===== src/rtl/msix_intr_gen.sv =====
// MSI-X message generator: per-vector table + PBA, round-robin arbitration of
// eligible pending vectors onto a single-DW memory-write request channel.
module msix_intr_gen #(
  parameter int NUM_VEC = 8,
  parameter int IDX_W   = $clog2(NUM_VEC)
) (
  input  logic               clk,
  input  logic               rst_n,
  input  logic               msix_en,
  input  logic               func_mask,
  input  logic               tbl_wr_en,
  input  logic [IDX_W-1:0]   tbl_wr_idx,
  input  logic [1:0]         tbl_wr_sel,
  input  logic [31:0]        tbl_wr_data,
  input  logic [NUM_VEC-1:0] intr_req,
  output logic               wr_valid,
  input  logic               wr_ready,
  output logic [63:0]        wr_addr,
  output logic [31:0]        wr_data,
  output logic [NUM_VEC-1:0] pba,
  output logic               intr_sent,
  output logic [IDX_W-1:0]   intr_sent_id
);

  localparam logic [IDX_W:0] NUM_VEC_W = (IDX_W+1)'(NUM_VEC);

  typedef enum logic {IDLE, ISSUE} state_t;

  logic [NUM_VEC-1:0][31:0] tbl_addr_lo;
  logic [NUM_VEC-1:0][31:0] tbl_addr_hi;
  logic [NUM_VEC-1:0][31:0] tbl_data;
  logic [NUM_VEC-1:0]       tbl_mask;

  state_t             state_q;
  logic [NUM_VEC-1:0] pba_q, pba_d;
  logic [IDX_W-1:0]   rr_ptr_q;
  logic [IDX_W-1:0]   sel_q;
  logic               wr_valid_q;
  logic [63:0]        wr_addr_q;
  logic [31:0]        wr_data_q;
  logic               intr_sent_q;
  logic [IDX_W-1:0]   intr_sent_id_q;

  logic [NUM_VEC-1:0] elig;
  logic               pick_found;
  logic [IDX_W-1:0]   pick_idx;
  logic [IDX_W:0]     cand;
  logic               hs;

  // Indices >= NUM_VEC match no entry, so such writes are dropped.
  for (genvar gi = 0; gi < NUM_VEC; gi++) begin : g_vec
    logic [31:0] addr_lo_q, addr_hi_q, data_q;
    logic        mask_q;

    always_ff @(posedge clk or negedge rst_n) begin
      if (!rst_n) begin
        addr_lo_q <= '0;
        addr_hi_q <= '0;
        data_q    <= '0;
        mask_q    <= 1'b1;
      end else if (tbl_wr_en && tbl_wr_idx == IDX_W'(gi)) begin
        case (tbl_wr_sel)
          2'd0:    addr_lo_q <= {tbl_wr_data[31:2], 2'b00};
          2'd1:    addr_hi_q <= tbl_wr_data;
          2'd2:    data_q    <= tbl_wr_data;
          default: mask_q    <= tbl_wr_data[0];
        endcase
      end
    end

    assign tbl_addr_lo[gi] = addr_lo_q;
    assign tbl_addr_hi[gi] = addr_hi_q;
    assign tbl_data[gi]    = data_q;
    assign tbl_mask[gi]    = mask_q;
  end

  assign elig = pba_q & ~tbl_mask & {NUM_VEC{msix_en & ~func_mask}};
  assign hs   = (state_q == ISSUE) && wr_ready;

  // Search starts just after the last winner and wraps, ending on the winner itself.
  always_comb begin
    pick_found = 1'b0;
    pick_idx   = '0;
    cand       = '0;
    for (int k = 1; k <= NUM_VEC; k++) begin
      cand = {1'b0, rr_ptr_q} + (IDX_W+1)'(k);
      if (cand >= NUM_VEC_W) cand = cand - NUM_VEC_W;
      if (!pick_found && elig[cand[IDX_W-1:0]]) begin
        pick_found = 1'b1;
        pick_idx   = cand[IDX_W-1:0];
      end
    end
  end

  // A request landing on the clearing edge wins, so the vector stays pending.
  always_comb begin
    pba_d = pba_q;
    if (hs) pba_d[sel_q] = 1'b0;
    pba_d = pba_d | intr_req;
  end

  always_ff @(posedge clk or negedge rst_n) begin
    if (!rst_n) begin
      state_q        <= IDLE;
      pba_q          <= '0;
      rr_ptr_q       <= IDX_W'(NUM_VEC - 1);
      sel_q          <= '0;
      wr_valid_q     <= 1'b0;
      wr_addr_q      <= '0;
      wr_data_q      <= '0;
      intr_sent_q    <= 1'b0;
      intr_sent_id_q <= '0;
    end else begin
      pba_q       <= pba_d;
      intr_sent_q <= 1'b0;
      case (state_q)
        IDLE: begin
          if (pick_found) begin
            sel_q      <= pick_idx;
            wr_addr_q  <= {tbl_addr_hi[pick_idx], tbl_addr_lo[pick_idx]};
            wr_data_q  <= tbl_data[pick_idx];
            wr_valid_q <= 1'b1;
            state_q    <= ISSUE;
          end
        end
        ISSUE: begin
          if (wr_ready) begin
            wr_valid_q     <= 1'b0;
            rr_ptr_q       <= sel_q;
            intr_sent_q    <= 1'b1;
            intr_sent_id_q <= sel_q;
            state_q        <= IDLE;
          end
        end
        default: state_q <= IDLE;
      endcase
    end
  end

  assign wr_valid     = wr_valid_q;
  assign wr_addr      = wr_addr_q;
  assign wr_data      = wr_data_q;
  assign pba          = pba_q;
  assign intr_sent    = intr_sent_q;
  assign intr_sent_id = intr_sent_id_q;

endmodule


===== config.mk =====
export PLATFORM = sky130hd
export DESIGN_NAME = msix_intr_gen
export DESIGN_NICKNAME = d
export VERILOG_FILES = /design/src/rtl/msix_intr_gen.sv
export SDC_FILE = /design/constraint.sdc
export NUM_CORES = 1
export LEC_CHECK = 0
export ABC_AREA = 1
export CAP_MARGIN = 0
export CORE_MARGIN = 2
export CORE_UTILIZATION = 55
export DETAILED_ROUTE_END_ITERATION = 16
export PLACE_DENSITY = 0.73
export SYNTH_ARGS = -nofsm -noshare
export SYNTH_HDL_FRONTEND = slang
export SYNTH_SLANG_ARGS = --single-unit

===== constraint.sdc =====
create_clock -name clk -period 4.6 [get_ports clk]
set_input_delay 0.69 -clock clk [delete_from_list [all_inputs] [get_ports clk]]
set_output_delay 0.69 -clock clk [all_outputs]
set_load 0.01 [all_outputs]

======== Word-level counts from Yosys, hierarchy flattened ========
Index checks and enable logic that the tools add are counted.
word-level totals
  output and inout bits ................... 109
  flip-flop bits (word level) ............. 876
  word-level logic and storage cells ...... 216
  input port bits ......................... 51
cells by class
  add/sub/neg operators ................... 16
  reduce and logical (&&, ||, !) cells .... 62
  equality and inequality tests ........... 11
  mux-type cells .......................... 57
  magnitude comparators ................... 19
  bitwise gates (word level) .............. 10
operator list
  kind                                                         count
  binary-select mux 32 bit (select 3 bit)                      3
  2-to-1 mux 32 bit                                            3
  AND reduction 2 bit                                          35
  2-to-1 mux 3 bit                                             16
  less-than comparator 3 x 4 -> 1 bit (second input constant)  10
  >= comparator 4 bit (second input constant)                  8
  bitwise AND 8 bit                                            3
  binary-select mux 1 bit (select 3 bit)                       8
  subtractor 3 x 1 -> 3 bit (second input constant)            8
  2-to-1 mux 1 bit                                             23
  logical AND 1 bit                                            17
  adder 3 x 3 -> 4 bit (second input constant)                 4
  NOT 8 bit                                                    2
  equality test 3 bit (second input constant)                  4
  adder 3 x 2 -> 4 bit (second input constant)                 2
  2-to-1 mux 8 bit                                             1
  bitwise OR 8 bit                                             1
  logical NOT 1 bit                                            7
  equality test 3 x 2 -> 1 bit (second input constant)         2
  adder 3 x 1 -> 4 bit (second input constant)                 1
  adder 3 x 4 -> 4 bit (second input constant)                 1
  inequality test 2 bit (second input constant)                2
  case mux 1 bit (2 select lines)                              2
  demux 1 bit (select 3 bit)                                   1
  9 further kinds                                              11

======== Longest topological paths before layout ========
  depth after elaboration ................. 29
  mapped depth ............................ 24

======== Least setup slack after synthesis ========
Ideal clock, no wire load.
  path kind ............................... register -> register
  from .................................... register rr_ptr_q[1]
  to ...................................... register wr_addr_q[39], in the netlist wr_addr[39]
  path buffers ............................ 2
  slack ................................... 1331 ps
  required time ........................... 4483 ps
  arrival time ............................ 3151 ps
  library setup time ...................... 117 ps
  clock period less this slack ............ 3269 ps
  stages on the path, launching flop included .. 21
  cells stage by stage .................... dfstp_2 buf_2 clkinv_1 ha_1 inv_1 nand3_1 nand3_1 nand2_1 nor2_4 nand4_2 nor2_4 nand3_4 nor2_4 inv_2 o21ai_2 clkbuf_1 nand3_1 nand3_1 nand2_1 nand2_1 nand2_1
on the way
  word-level cells in the longest chain between the ends .. 29
  elaborated cells on any way between the ends .. 81
  those cells by class .................... add/sub: 16; order compare: 8; mux: 42; reduce/logical: 15
RTL lines
  element                                                           line  source
  from (decl)                                                       36    logic [IDX_W-1:0] rr_ptr_q;
  from (signal assigned)                                            106   rr_ptr_q <= IDX_W'(NUM_VEC - 1);
  from (signal assigned)                                            129   rr_ptr_q <= sel_q;
  adder 3 x 1 -> 4 bit                                              86    cand = {1'b0, rr_ptr_q} + (IDX_W+1)'(k);
  >= comparator 4 bit or subtractor 3 x 1 -> 3 bit (tied branches)  87    if (cand >= NUM_VEC_W) cand = cand - NUM_VEC_W;
  2-to-1 mux 3 bit                                                  87
  binary-select mux 1 bit (select 3 bit)                            88    if (!pick_found && elig[cand[IDX_W-1:0]]) begin
  2-to-1 mux 1 bit (not written as such)                            88
  2-to-1 mux 1 bit                                                  88
  logical NOT 1 bit                                                 88
  logical AND 1 bit                                                 88
  [... 13 more ...]                                                 --
  logical NOT 1 bit                                                 88
  logical AND 1 bit                                                 88
  2-to-1 mux 1 bit                                                  88
  logical NOT 1 bit                                                 88
  logical AND 1 bit                                                 88
  2-to-1 mux 3 bit                                                  88
  binary-select mux 32 bit (select 3 bit)                           120   wr_addr_q <= {tbl_addr_hi[pick_idx], tbl_addr_lo[pick_idx]};
  2-to-1 mux 32 bit (not written as such)                           120
  to (signal assigned)                                              120
  to (decl)                                                         39    logic [63:0] wr_addr_q;
Several ways; a longest one is shown, not always the timed one. The select of a mux whose other input is x is not followed.
A chain may end at the register's enable or synchronous reset.

======== Worst setup path in the final report ========
  from .................................... register rr_ptr_q[0]
  to ...................................... register wr_data_q[26], in the netlist wr_data[26]
on the way
  word-level cells in the longest chain between the ends .. 29
  elaborated cells on any way between the ends .. 81
  those cells by class .................... add/sub: 16; order compare: 8; mux: 42; reduce/logical: 15
RTL lines
  element                                                           line  source
  adder 3 x 1 -> 4 bit                                              86
  >= comparator 4 bit or subtractor 3 x 1 -> 3 bit (tied branches)  87
  2-to-1 mux 3 bit                                                  87
  binary-select mux 1 bit (select 3 bit)                            88
  2-to-1 mux 1 bit (not written as such)                            88
  2-to-1 mux 1 bit                                                  88
  logical NOT 1 bit                                                 88
  logical AND 1 bit                                                 88
  [... 13 more ...]                                                 --
  logical NOT 1 bit                                                 88
  logical AND 1 bit                                                 88
  2-to-1 mux 1 bit                                                  88
  logical NOT 1 bit                                                 88
  logical AND 1 bit                                                 88
  2-to-1 mux 3 bit                                                  88
  binary-select mux 32 bit (select 3 bit)                           121   wr_data_q <= tbl_data[pick_idx];
  2-to-1 mux 32 bit (not written as such)                           121
  to (signal assigned)                                              121
  to (decl)                                                         40    logic [31:0] wr_data_q;
Several ways; a longest one is shown, not always the timed one. The select of a mux whose other input is x is not followed.

==> impl_metrics.tcl <==
set metrics [dict create \
    outcome "completed" \
    start_kind "flip-flop" \
    cp_slowest_stage_delay_ns 0.70 \
    cts_tree "done" \
    cp_slowest_cell "dfstp_2" \
    setup_tns_ns 0 \
    dr.pass1.iters 8 \
    crit_chain "inv_2 -> ha_1 -> inv_1 -> nand3_1 -> nand3_1 -> nand2_1 -> nor2_4 -> nand4_2 -> nor2_4 -> nand2_1 -> nand3b_1 -> buf_12 -> nand2_8 -> buf_4 -> nand2_1 -> nand3_1 -> nand3_1 -> nand2_1 -> nand2_1 -> nand2_1" \
    path_delay_family "simple AND/OR/NAND/NOR gates" \
    fmax_ghz 0.236 \
    fin_crit_ns 4.24 \
    synthDistinctLibCells 34 \
    cts_buffers 90 \
    drive_gt1_frac 0.0607 \
    hold_slack_ns 0.109 \
    drt_iter0_markers 3949 \
    maxSlewHeadroom 0.300 \
    yosysSeqAreaShare 0.557 \
    post-cts-setup-buffers 0 \
    crit_fanout 58 \
    totalWireLength_mm 114 \
    ant_nets 0 \
    vias 34000 \
    syn_area_um2 39300 \
    slew_viol_final 0 \
    clk_latency_ns 0.65 \
    cts_buffer_depth 3 \
    overflow 0 \
    crit_buf_inv 4 \
    synth-seq-cells 874 \
    finalHoldViolCount 0 \
    critical_path_arrival_ns 4.78 \
    worst_slew_pin_slew_ns 1.05 \
    cts_root_buf "clkbuf_16" \
    syn2layout_area_growth_pct 13.1 \
    cts_hold_buf 0 \
    mostFrequentLayoutCells "1577 x nand2_1, 984 x nand3_1, 863 x dfrtp_1" \
    drv_cap 0 \
    fin_skew_ns 0.0250 \
    dieArea_um2 73500 \
    r2r_cells 20 \
    synthFlopType "dfrtp_1" \
    critPathKind "reg -> reg" \
    required_ns 5.14 \
    startpoint "rr_ptr_q[0]" \
    wire_per_inst_um 19.8 \
    synth_edf_count 0 \
    numPortBuffers 157 \
    grt_first_pass_wirelength_mm 184 \
    crit_path_end_kind "flip-flop" \
    cts_resized 0 \
    r2r_start "rr_ptr_q[0]" \
    async_reset_ff_frac 1.00 \
    timing.rr.end "wr_data[26]" \
    clk_pin_slew_ns 0.06 \
    top_level_ports 160 \
    row_count 97 \
    core_um2 70400 \
    clock-sinks 874 \
    hold_class "in -> async" \
    fin_crit_sh 0.922 \
    path_depth 20 \
    synthCells 4796 \
    yosys_warnings 0 \
    synth.area.top_cells "dfrtp_1 55%, nand2_1 15%, nand3_1 13%, o21ai_0 9.8%, clkbuf_1 2.4%" \
    synth_top_area_cell "dfrtp_1" \
    grt_antenna_before_repair 1 \
    reg2reg_slack_ns 0.36 \
    grt_max_degree 103 \
    post-route-util 0.631 \
    die_x_um 271 \
    start_util 0.558 \
    cp-endpoint "wr_data[26]" \
    grt_pass1_vias 32300 \
    routed_via_density 5.94 \
    cp_common_cell "nand2_1" \
    setup_viol 0 \
    final_common_cell "nand2_1" \
    dp_hpwl_mm 62.1 \
    fp.dieH_um 271 \
    synth.avg_cell_area_um2 8.19 \
    gr-usage-all-layers 0.312 \
    fin_nets 4775 \
    synth_top_area_share 0.550 \
    routabilityCongestion 0.861 \
    drcViolationCount 0 \
    htreeDepth 3 \
    rsz0062_at_grt "no" \
]
[cell type report]
| class | instances | area, um2 |
|---|---|---|
| clock buffer | 136 | 2630 |
| multi-input combinational | 3435 | 15400 |
| sequential | 874 | 21900 |
| tap | 940 | 1180 |
| timing repair buffer | 252 | 2730 |
| clock inverter | 28 | 308 |
| inverter | 69 | 262 |
| fill | 6039 | 26000 |
| antenna | 1 | 2.50 |
[metrics by stage]
stage / instances / setup WS (ns) / cell area [um2]
finish: 5735 / 0.360 / 44400
global route: 5734 / 0.107 / 44400
CTS: 5734 / 0.463 / 44400
detailed placement: 5570 / 0.486 / 41500
global placement: 5570 / 0.560 / 41500
floorplan: 4797 / 1.33 / 39300
[worst min-delay path by stage]
stage	startpoint	to	slack, ns
after detailed placement	wr_addr[24]	wr_addr[24]	0.46
after floorplan	rst_n	g_vec[0].addr_hi_q[0]	0.39
after global routing	rst_n	g_vec[6].addr_hi_q[8]	0.14
final	rst_n	g_vec[6].addr_hi_q[8]	0.11
after global placement	wr_addr[56]	wr_addr[56]	0.46
after CTS	rst_n	g_vec[6].addr_hi_q[8]	0.11
[Yosys cell counts, types with 3 or more instances]
library cell and count:
o21ai_0 769, buf_1 7, nand4_1 4, dfrtp_1 863, clkbuf_1 247, inv_1 63, dfstp_2 11, o21ai_1 3
nor2_1 37, buf_4 15, nand3_1 987, nor2_4 5, buf_2 148, nand2_1 1598, inv_2 4, o21bai_1 10
[state kept, by name, indices dropped and copies added (netlist names)]
signal           cells
sel_q                3
state_q              1
pba                  8
wr_valid             1
wr_addr             62
g_vec.addr_hi_q    256
g_vec.addr_lo_q    240
intr_sent            1
g_vec.mask_q         8
wr_data             32
rr_ptr_q             3
intr_sent_id         3
g_vec.data_q       256
[routing by layer]
| metal | global-route usage | share of wire | up-vias |
|---|---|---|---|
| met5 | 0 | 0 | - |
| met4 | 0.0960 | 0.028 | 0 |
| met3 | 0.0541 | 0.091 | 207 |
| met2 | 0.484 | 0.45 | 1570 |
| met1 | 0.453 | 0.43 | 16500 |
| li1 | - | - | 15700 |
[worst register-to-register path: stages, from the launching register on]
cell and delay (ns):
dfstp_2 0.70, inv_2 0.16, ha_1 0.43, inv_1 0.22
nand3_1 0.13, nand3_1 0.15, nand2_1 0.12, nor2_4 0.14
nand4_2 0.13, nor2_4 0.18, nand2_1 0.10, nand3b_1 0.18
buf_12 0.27, nand2_8 0.34, buf_4 0.41, nand2_1 0.11
nand3_1 0.07, nand3_1 0.11, nand2_1 0.07, nand2_1 0.08
nand2_1 0.05
[kinds of logic (layout without fill, tap and decap cells)]
| group | after synthesis | in the layout | share of synthesized area |
|---|---|---|---|
| and+or+nand+nor | 2640 | 2640 | 0.286 |
| DFF | 874 | 874 | 0.557 |
| AOI/OAI and AO/OA | 788 | 788 | 0.101 |
| buffers and inverters | 488 | 485 | 0.0532 |
| xor gates and xnor gates | 3 | 3 | 0.00105 |
| adders and majority gates | 2 | 2 | 0.000637 |
| other | 1 | 3 | 0.0000955 |
Power is left out: the tool's default activity adds up to more than one toggle a clock period on the data nets, which glitch-free logic cannot reach.
